File: config.mk
export PLATFORM = sky130hd
export DESIGN_NAME = bootrom16_arb
export DESIGN_NICKNAME = d
export VERILOG_FILES = /design/src/rtl/bootrom16_arb.sv
export SDC_FILE = /design/constraint.sdc
export NUM_CORES = 1
export LEC_CHECK = 0
export CORE_MARGIN = 8
export CORE_UTILIZATION = 40
export CTS_BUF_LIST = sky130_fd_sc_hd__clkbuf_8
export DETAILED_ROUTE_END_ITERATION = 8
export PLACE_DENSITY = 0.89
export SLEW_MARGIN = 20
export SYNTH_ARGS = -nofsm -noshare
export SYNTH_HDL_FRONTEND = slang
export SYNTH_SLANG_ARGS = --single-unit
File: constraint.sdc
create_clock -name clk_i -period 2.1 [get_ports clk_i]
set_input_delay 0.21 -clock clk_i [delete_from_list [all_inputs] [get_ports clk_i]]
set_output_delay 0.21 -clock clk_i [all_outputs]
set_load 0.03 [all_outputs]
File: src/rtl/bootrom16_arb.sv
// Round-robin two-master Wishbone front end for the 16-bit boot ROM: each read is a single-cycle ROM strobe, ack two cycles after the request.
// Writes and ROM timeouts are answered with a one-cycle error; a master dropping cyc aborts its transfer silently.
module bootrom16_arb #(
  parameter int TIMEOUT = 8
) (
  input  logic        clk_i,
  input  logic        rst_i,
  // master 0: instruction fetch
  input  logic        m0_cyc_i,
  input  logic        m0_stb_i,
  input  logic        m0_we_i,
  input  logic [31:0] m0_adr_i,
  input  logic [1:0]  m0_sel_i,
  input  logic        m0_tga_i,
  output logic [15:0] m0_dat_o,
  output logic        m0_ack_o,
  output logic        m0_err_o,
  // master 1: data port
  input  logic        m1_cyc_i,
  input  logic        m1_stb_i,
  input  logic        m1_we_i,
  input  logic [31:0] m1_adr_i,
  input  logic [1:0]  m1_sel_i,
  input  logic        m1_tga_i,
  output logic [15:0] m1_dat_o,
  output logic        m1_ack_o,
  output logic        m1_err_o,
  // ROM side
  output logic        s_cyc_o,
  output logic        s_stb_o,
  output logic        s_we_o,
  output logic [31:0] s_adr_o,
  output logic [1:0]  s_sel_o,
  output logic        s_tga_o,
  input  logic [15:0] s_dat_i,
  input  logic        s_ack_i
);

  localparam int TW = $clog2(TIMEOUT + 1);

  typedef enum logic [1:0] {
    IDLE = 2'd0,
    REQ  = 2'd1,
    WAIT = 2'd2,
    ERR  = 2'd3
  } state_t;

  state_t        state_q, state_d;
  logic          grant_q, grant_d;
  logic          last_q, last_d;
  logic [TW-1:0] tcnt_q, tcnt_d;
  logic          s_cyc_q, s_cyc_d;
  logic          s_stb_q, s_stb_d;
  logic [31:0]   s_adr_q, s_adr_d;
  logic [1:0]    s_sel_q, s_sel_d;
  logic          s_tga_q, s_tga_d;
  logic          m0_err_q, m0_err_d;
  logic          m1_err_q, m1_err_d;

  logic req0, req1, win, win_we, gnt_cyc;

  assign req0 = m0_cyc_i & m0_stb_i;
  assign req1 = m1_cyc_i & m1_stb_i;

  // On a tie the master that was not served last wins; otherwise the sole requester.
  always_comb begin
    win = 1'b0;
    if (req0 && req1) begin
      win = ~last_q;
    end else if (req1) begin
      win = 1'b1;
    end
  end

  assign win_we  = win ? m1_we_i : m0_we_i;
  assign gnt_cyc = grant_q ? m1_cyc_i : m0_cyc_i;

  always_ff @(posedge clk_i) begin
    if (rst_i) begin
      state_q  <= IDLE;
      grant_q  <= 1'b0;
      last_q   <= 1'b1;
      tcnt_q   <= '0;
      s_cyc_q  <= 1'b0;
      s_stb_q  <= 1'b0;
      s_adr_q  <= '0;
      s_sel_q  <= '0;
      s_tga_q  <= 1'b0;
      m0_err_q <= 1'b0;
      m1_err_q <= 1'b0;
    end else begin
      state_q  <= state_d;
      grant_q  <= grant_d;
      last_q   <= last_d;
      tcnt_q   <= tcnt_d;
      s_cyc_q  <= s_cyc_d;
      s_stb_q  <= s_stb_d;
      s_adr_q  <= s_adr_d;
      s_sel_q  <= s_sel_d;
      s_tga_q  <= s_tga_d;
      m0_err_q <= m0_err_d;
      m1_err_q <= m1_err_d;
    end
  end

  always_comb begin
    state_d  = state_q;
    grant_d  = grant_q;
    last_d   = last_q;
    tcnt_d   = tcnt_q;
    s_cyc_d  = s_cyc_q;
    s_stb_d  = s_stb_q;
    s_adr_d  = s_adr_q;
    s_sel_d  = s_sel_q;
    s_tga_d  = s_tga_q;
    m0_err_d = 1'b0;
    m1_err_d = 1'b0;

    unique case (state_q)
      IDLE: begin
        if (req0 || req1) begin
          grant_d = win;
          last_d  = win;
          s_adr_d = win ? m1_adr_i : m0_adr_i;
          s_sel_d = win ? m1_sel_i : m0_sel_i;
          s_tga_d = win ? m1_tga_i : m0_tga_i;
          if (win_we) begin
            // Writes never touch the ROM.
            state_d  = ERR;
            s_cyc_d  = 1'b0;
            s_stb_d  = 1'b0;
            m0_err_d = ~win;
            m1_err_d = win;
          end else begin
            state_d = REQ;
            s_cyc_d = 1'b1;
            s_stb_d = 1'b1;
          end
        end
      end

      REQ: begin
        s_stb_d = 1'b0;
        if (!gnt_cyc) begin
          state_d = IDLE;
          s_cyc_d = 1'b0;
        end else begin
          state_d = WAIT;
          tcnt_d  = '0;
        end
      end

      WAIT: begin
        if (!gnt_cyc || s_ack_i) begin
          state_d = IDLE;
          s_cyc_d = 1'b0;
        end else if (tcnt_q == TW'(TIMEOUT - 1)) begin
          state_d  = ERR;
          s_cyc_d  = 1'b0;
          m0_err_d = ~grant_q;
          m1_err_d = grant_q;
        end else begin
          tcnt_d = tcnt_q + 1'b1;
        end
      end

      ERR: begin
        state_d = IDLE;
        s_cyc_d = 1'b0;
        s_stb_d = 1'b0;
      end

      default: begin
        state_d = IDLE;
      end
    endcase
  end

  // Ack is only forwarded while a transfer is outstanding and its owner is still on the bus.
  assign m0_ack_o = s_ack_i & (state_q == WAIT) & ~grant_q & m0_cyc_i;
  assign m1_ack_o = s_ack_i & (state_q == WAIT) &  grant_q & m1_cyc_i;
  assign m0_dat_o = s_dat_i;
  assign m1_dat_o = s_dat_i;
  assign m0_err_o = m0_err_q;
  assign m1_err_o = m1_err_q;

  assign s_cyc_o = s_cyc_q;
  assign s_stb_o = s_stb_q;
  assign s_we_o  = 1'b0;
  assign s_adr_o = s_adr_q;
  assign s_sel_o = s_sel_q;
  assign s_tga_o = s_tga_q;

endmodule

# == Word level (Yosys, flattened, before mapping) ==
# Index checks and enable logic that the tools add are counted.
# word_totals
reg_bits,47
latch_bits,0
ram_bits,0
romBits,0
in_bits,95
output_inout_bits,74
wordCells,79
mem_count,0
# classes
addsub,1
mul,0
n_div,0
order_cmp,0
n_eq_ne,10
n_shift,0
n_mux,34
n_bitwise,10
n_reduce_logical,13
# op_table
operator,n
32-bit 2-to-1 mux,1
1-bit 2-to-1 mux,18
2-bit 2-to-1 mux,6
4-bit 2-to-1 mux,3
2-bit inequality test (second input constant),5
2-bit case mux with 4 select lines,1
4-bit case mux with 2 select lines,1
1-bit bitwise AND,7
1-bit case mux with 2 select lines,3
2-bit AND reduction,3
4-bit by 1-bit adder with 4-bit output (second input constant),1
2-bit == test (second input constant),2
4-bit by 3-bit == test with 1-bit output (second input constant),1
1-bit case mux with 4 select lines,1
4-bit AND reduction,1
2-bit nonzero test,2
3-bit inequality test (second input constant),1
1-bit inverter,3
3-bit AND reduction,1
2-bit by 1-bit == test with 1-bit output (second input constant),1
2-bit zero test,1
1-bit logical OR,2
2-bit OR reduction,1
1-bit logical AND,1
1-bit zero test,1

# == Longest topological paths before layout ==
# logic_depth
ltp_word,7
depth_mapped,7
depth_no_buf,5

# == Worst setup path after synthesis ==
# Ideal clock, no wire load.
# synth_timing
path_type,register to output
start,reg state_q[0]
end,out m0_ack_o
arrival_time_ps,1490
required_ps,1890
setup_slack_ps,400
path_stages_with_launch,4
path_buffers,1
cell_sequence,dfxtp_1 > clkbuf_1 > nand3b_1 > nor3b_1
# synth_via
elab_chain_cells,4
# synth_lines
item,line_no,text
start: declaration,48,"state_t state_q, state_d;"
start signal: assignment,92,state_q <= state_d;
2-bit == test,180,assign m0_ack_o = s_ack_i & (state_q == WAIT) & ~grant_q & m0_cyc_i;
1-bit bitwise AND (3 in a row),180,
end: declaration,16,"output logic m0_ack_o,"
# No other way between the ends.

# == Worst setup path after layout ==
# layout_timing
start,reg state_q[1]
end,out m1_ack_o
# layout_via
elab_chain_cells,4
# layout_lines
item,line_no,text
2-bit == test,181,assign m1_ack_o = s_ack_i & (state_q == WAIT) & grant_q & m1_cyc_i;
1-bit bitwise AND (3 in a row),181,
end: declaration,26,"output logic m1_ack_o,"
# No other way between the ends.

==> summary.txt <==
Setup path
  – CP Data Required Time: 1.89 ns
  – Worst Path Buf+Inv: 1
  – Arrival @ worst endpoint: 1.73 ns
  – WS Path Type: reg -> out
  – Nature of the critical path endpoint: primary output
  – Startpoint types: register
  – Worst r2r src: grant_q
  – R2r setup slk: 0.38 ns
  – FF-to-FF path depth: 4
  – Crit-path leading delay family: buffers and inverters
  – Critical-path cell list: nand3b_1 -> nor2_1 -> clkdlybuf4s50_1
  – Crit-path max cell delay: 0.67 ns
  – Crit-path slowest cell: clkdlybuf4s50_1
  – R2r endpoint: s_cyc_o
  – Crit Path Max Fanout: 10

Clock tree
  – Post-CTS Resized: 1
  – Skew-Pair Late Insertion Delay: 0.30 ns
  – CTS buffer count: 5
  – Clock buffer depth: 2
  – H-tree depth: 2
  – Root Driver: clkbuf_8
  – Post-CTS setup buffers: 0
  – Num Clock Sinks: 47
  – Clock slew at reported path FFs: around 0.090 ns
  – CTS tree: built
  – CTS Hold Bufs: 0

Timing
  – Fmax: 516 MHz
  – Post-route setup slack: 0.162 ns
  – Period utilization: 0.923
  – Slew headroom: 0.523
  – Setup violations, final: 0
  – Final Hold Fails: 0
  – Slew Viols, Final: 0
  – Final min period: 1.94 ns
  – Worst Tran Pin Value: 0.715 ns
  – Unrepaired setup endpoints after global routing: no
  – Clk_skew: about 0.0042 ns
  – Post-route setup TNS: 0 ns

Yosys
  – Multiplexer share of the synthesized area: 0.153
  – Syn_area_per_cell: 9.22 µm²
  – Yosys top cell area share: 0.374
  – Flops & latches, synth: 47
  – Top cells by area, synth: dfxtp_1, mux2i_1, buf_4, a211oi_1, nor2_1
  – Synth Area in Adders: 0.00497
  – Post-synth net total: 369
  – Xor/xnor share of the synthesized area: 0
  – Synth Warn #: 0
  – Largest family of logic cells by synthesized area: compound AO/OA/AOI/OAI gates
  – Simple-Gate Fraction of Synth Area: 0.156
  – Synth cell types: 43
  – Synthesized area: 0.00252 mm²
  – Synth Area in Compound Gates: 0.159
  – Cell taking the most area after synthesis: dfxtp_1
  – Sequential area share after synthesis: 0.374
  – Post-Syn Instances: between 200 and 300

Floorplan
  – IO Count: 169
  – DIE AREA: 0.00908 mm²
  – Rows: 29
  – Die width: 95.3 µm
  – Initial Utilization: 0.406
  – Core box area: 0.00620 mm²
  – Die Y: 95.3 µm

Final layout
  – P&R area growth vs syn: 43.4%
  – Util after Layout: 0.582
  – Layout Nets: between 400 and 500
  – Proportion of layout cells with a drive suffix above 1: 0.0678
  – Fin cells: 431
  – # diodes: 0

Detailed routing
  – # DRC: 0
  – Antenna-violating nets left: 0
  – Via count: 2220
  – DRT iter0 DRCs: 73
  – Avg WL per Cell: approximately 16 µm
  – DRT Pass-1 Iters: 4
  – Post-DR vias/cell: 5.15
  – Post-Route WL: 6880 µm

Pwr
  – Peak supply drop: slightly above 0.4 mV
  – P_int: roughly 1.7 mW
  – Leakage: 1.47 nW
  – Clock power share: 0.213
  – Pwr/cell area: roughly 710 mW/mm²
  – Power share of the combinational group: 0.371
  – Total power: 2.55 mW
  – Sequential Power Share: 0.416
  – Sw power: ~0.86 mW
  – Switching Share: 0.338

Global route
  – GR Layer Usage met3: 0.0551
  – GRT met1 Usage: 0.158
  – Vias in the first global route: 2259
  – Total track usage: 0.145
  – First-pass GRT wire length: approximately 11000 µm
  – Most Crowded Layer GR: met2
  – Pin count of the biggest net entering global routing: 39
  – Overflow after GRT: 0
  – Initial antenna violation count: 0
  – Routing usage on met2: 0.247

Min path
  – Hold Path Class: in -> out
  – Worst Hold End: m0_dat_o[3]
  – Hold Crit Start: s_dat_i[3]
  – WHS Path Cells: 0

Placed design
  – DP Worst Slack: 0.165 ns
  – PortBufs: between 100 and 150
  – Total placed cells including tap cells: approximately 420
  – GP Congestion: 0.880
  – Dpl hpwl: ~5400 µm

Run status
  – Outcome: completed

Run
  – Max_cap viols: 0
## cell usage in the layout, fill, tap and decap left out, drive strengths merged
cell type and n:
a211oi 38, a21boi 1, a21oi 6, a22o 1, a31oi 2, and2 2, and2b 1, and3 2
and3b 1, buf 8, clkbuf 5, clkdlybuf4s50 117, clkinv 2, conb 1, dfxtp 47, dlygate4sd2 1
ha 1, inv 1, mux2 1, mux2i 37, nand2 11, nand2b 1, nand3 4, nand3b 2
nand4 1, nand4b 1, nor2 39, nor3 3, nor3b 2, nor4 3, o211ai 1, o21ai 3
o22ai 2, o31a 1, o31ai 1, or2b 1, or3 1, or3b 1, or4 1
## sequential cells by signal, summed over array words and instances (netlist names)
signal / count
s_adr_o: 32
tcnt_q: 4
s_sel_o: 2
state_q: 2
grant_q: 1
last_q: 1
m0_err_o: 1
m1_err_o: 1
s_cyc_o: 1
s_stb_o: 1
s_tga_o: 1
## stage by stage
stage	hold WS, ns	area [µm²]
2_1_floorplan	0.384	2520
3_3_place_gp	0.420	3520
3_5_place_dp	0.420	3520
4_1_cts	0.420	3610
5_1_grt	0.420	3610
6_report	0.420	3610
## synth_stat cells, drive strengths merged
| library cell | instances |
|---|---|
| nor3b | 2 |
| mux2 | 1 |
| and3b | 1 |
| nor4 | 3 |
| and2b | 1 |
| nor2 | 39 |
| mux2i | 37 |
| nand3 | 4 |
| nand2b | 1 |
| clkbuf | 6 |
| buf | 47 |
| or4 | 1 |
| nand4 | 1 |
| o31a | 1 |
| nand4b | 1 |
| ha | 1 |
| or3 | 1 |
| or2b | 1 |
| dfxtp | 47 |
| or3b | 1 |
| conb | 1 |
| o31ai | 1 |
| o22ai | 2 |
| nor3 | 3 |
| a31oi | 2 |
| a22o | 1 |
| and3 | 2 |
| a21oi | 6 |
| a211oi | 38 |
| o211ai | 1 |
| a21boi | 1 |
| and2 | 2 |
| nand3b | 2 |
| o21ai | 3 |
| nand2 | 11 |
## worst max-delay path by stage
stage | startpoint | to | cells after the start
3_5_place_dp | s_ack_i | m0_ack_o | 4
3_3_place_gp | s_ack_i | m0_ack_o | 4
6_report | state_q[1] | m1_ack_o | 3
5_1_grt | state_q[1] | m1_ack_o | 3
2_1_floorplan | state_q[0] | m0_ack_o | 3
4_1_cts | state_q[1] | m1_ack_o | 3
## area by class of cell
| type | instances | area (µm²) |
|---|---|---|
| well taps | 77 | 96.3 |
| clock inverters | 3 | 18.8 |
| clock buffers | 5 | 68.8 |
| multi-input cells | 173 | 1200 |
| flip-flops and latches | 47 | 941 |
| repair buffers | 126 | 1290 |
| fillers | 552 | 2600 |
## power groups by stage
stage	combinational, mW	clock [mW]	sequential, mW
floorplan	0.464	0	1.26
global placement	0.934	0	1.07
detailed placement	0.952	0	1.08
CTS	0.954	0.568	1.06
global route	1.01	0.602	1.07
finish	0.945	0.542	1.06
## logic make-up (layout without fill, tap and decap cells)
family / count (synthesis) / after routing
buffers and inverters: 53 / 134
AND/OR/NAND/NOR: 77 / 77
AO/OA/AOI/OAI: 56 / 56
flip-flops: 47 / 47
other: 1 / 1
multiplexers: 38 / 38
adder cells (fa/ha/maj): 1 / 1
## routing by layer
metal	wire [µm]	up-vias	share of wire
met5	0	-	0
met4	92	0	0.013
met3	636	10	0.092
met2	3470	93	0.50
met1	2680	1013	0.39
li1	-	1104	-
Power figures use the tool's default switching activity.
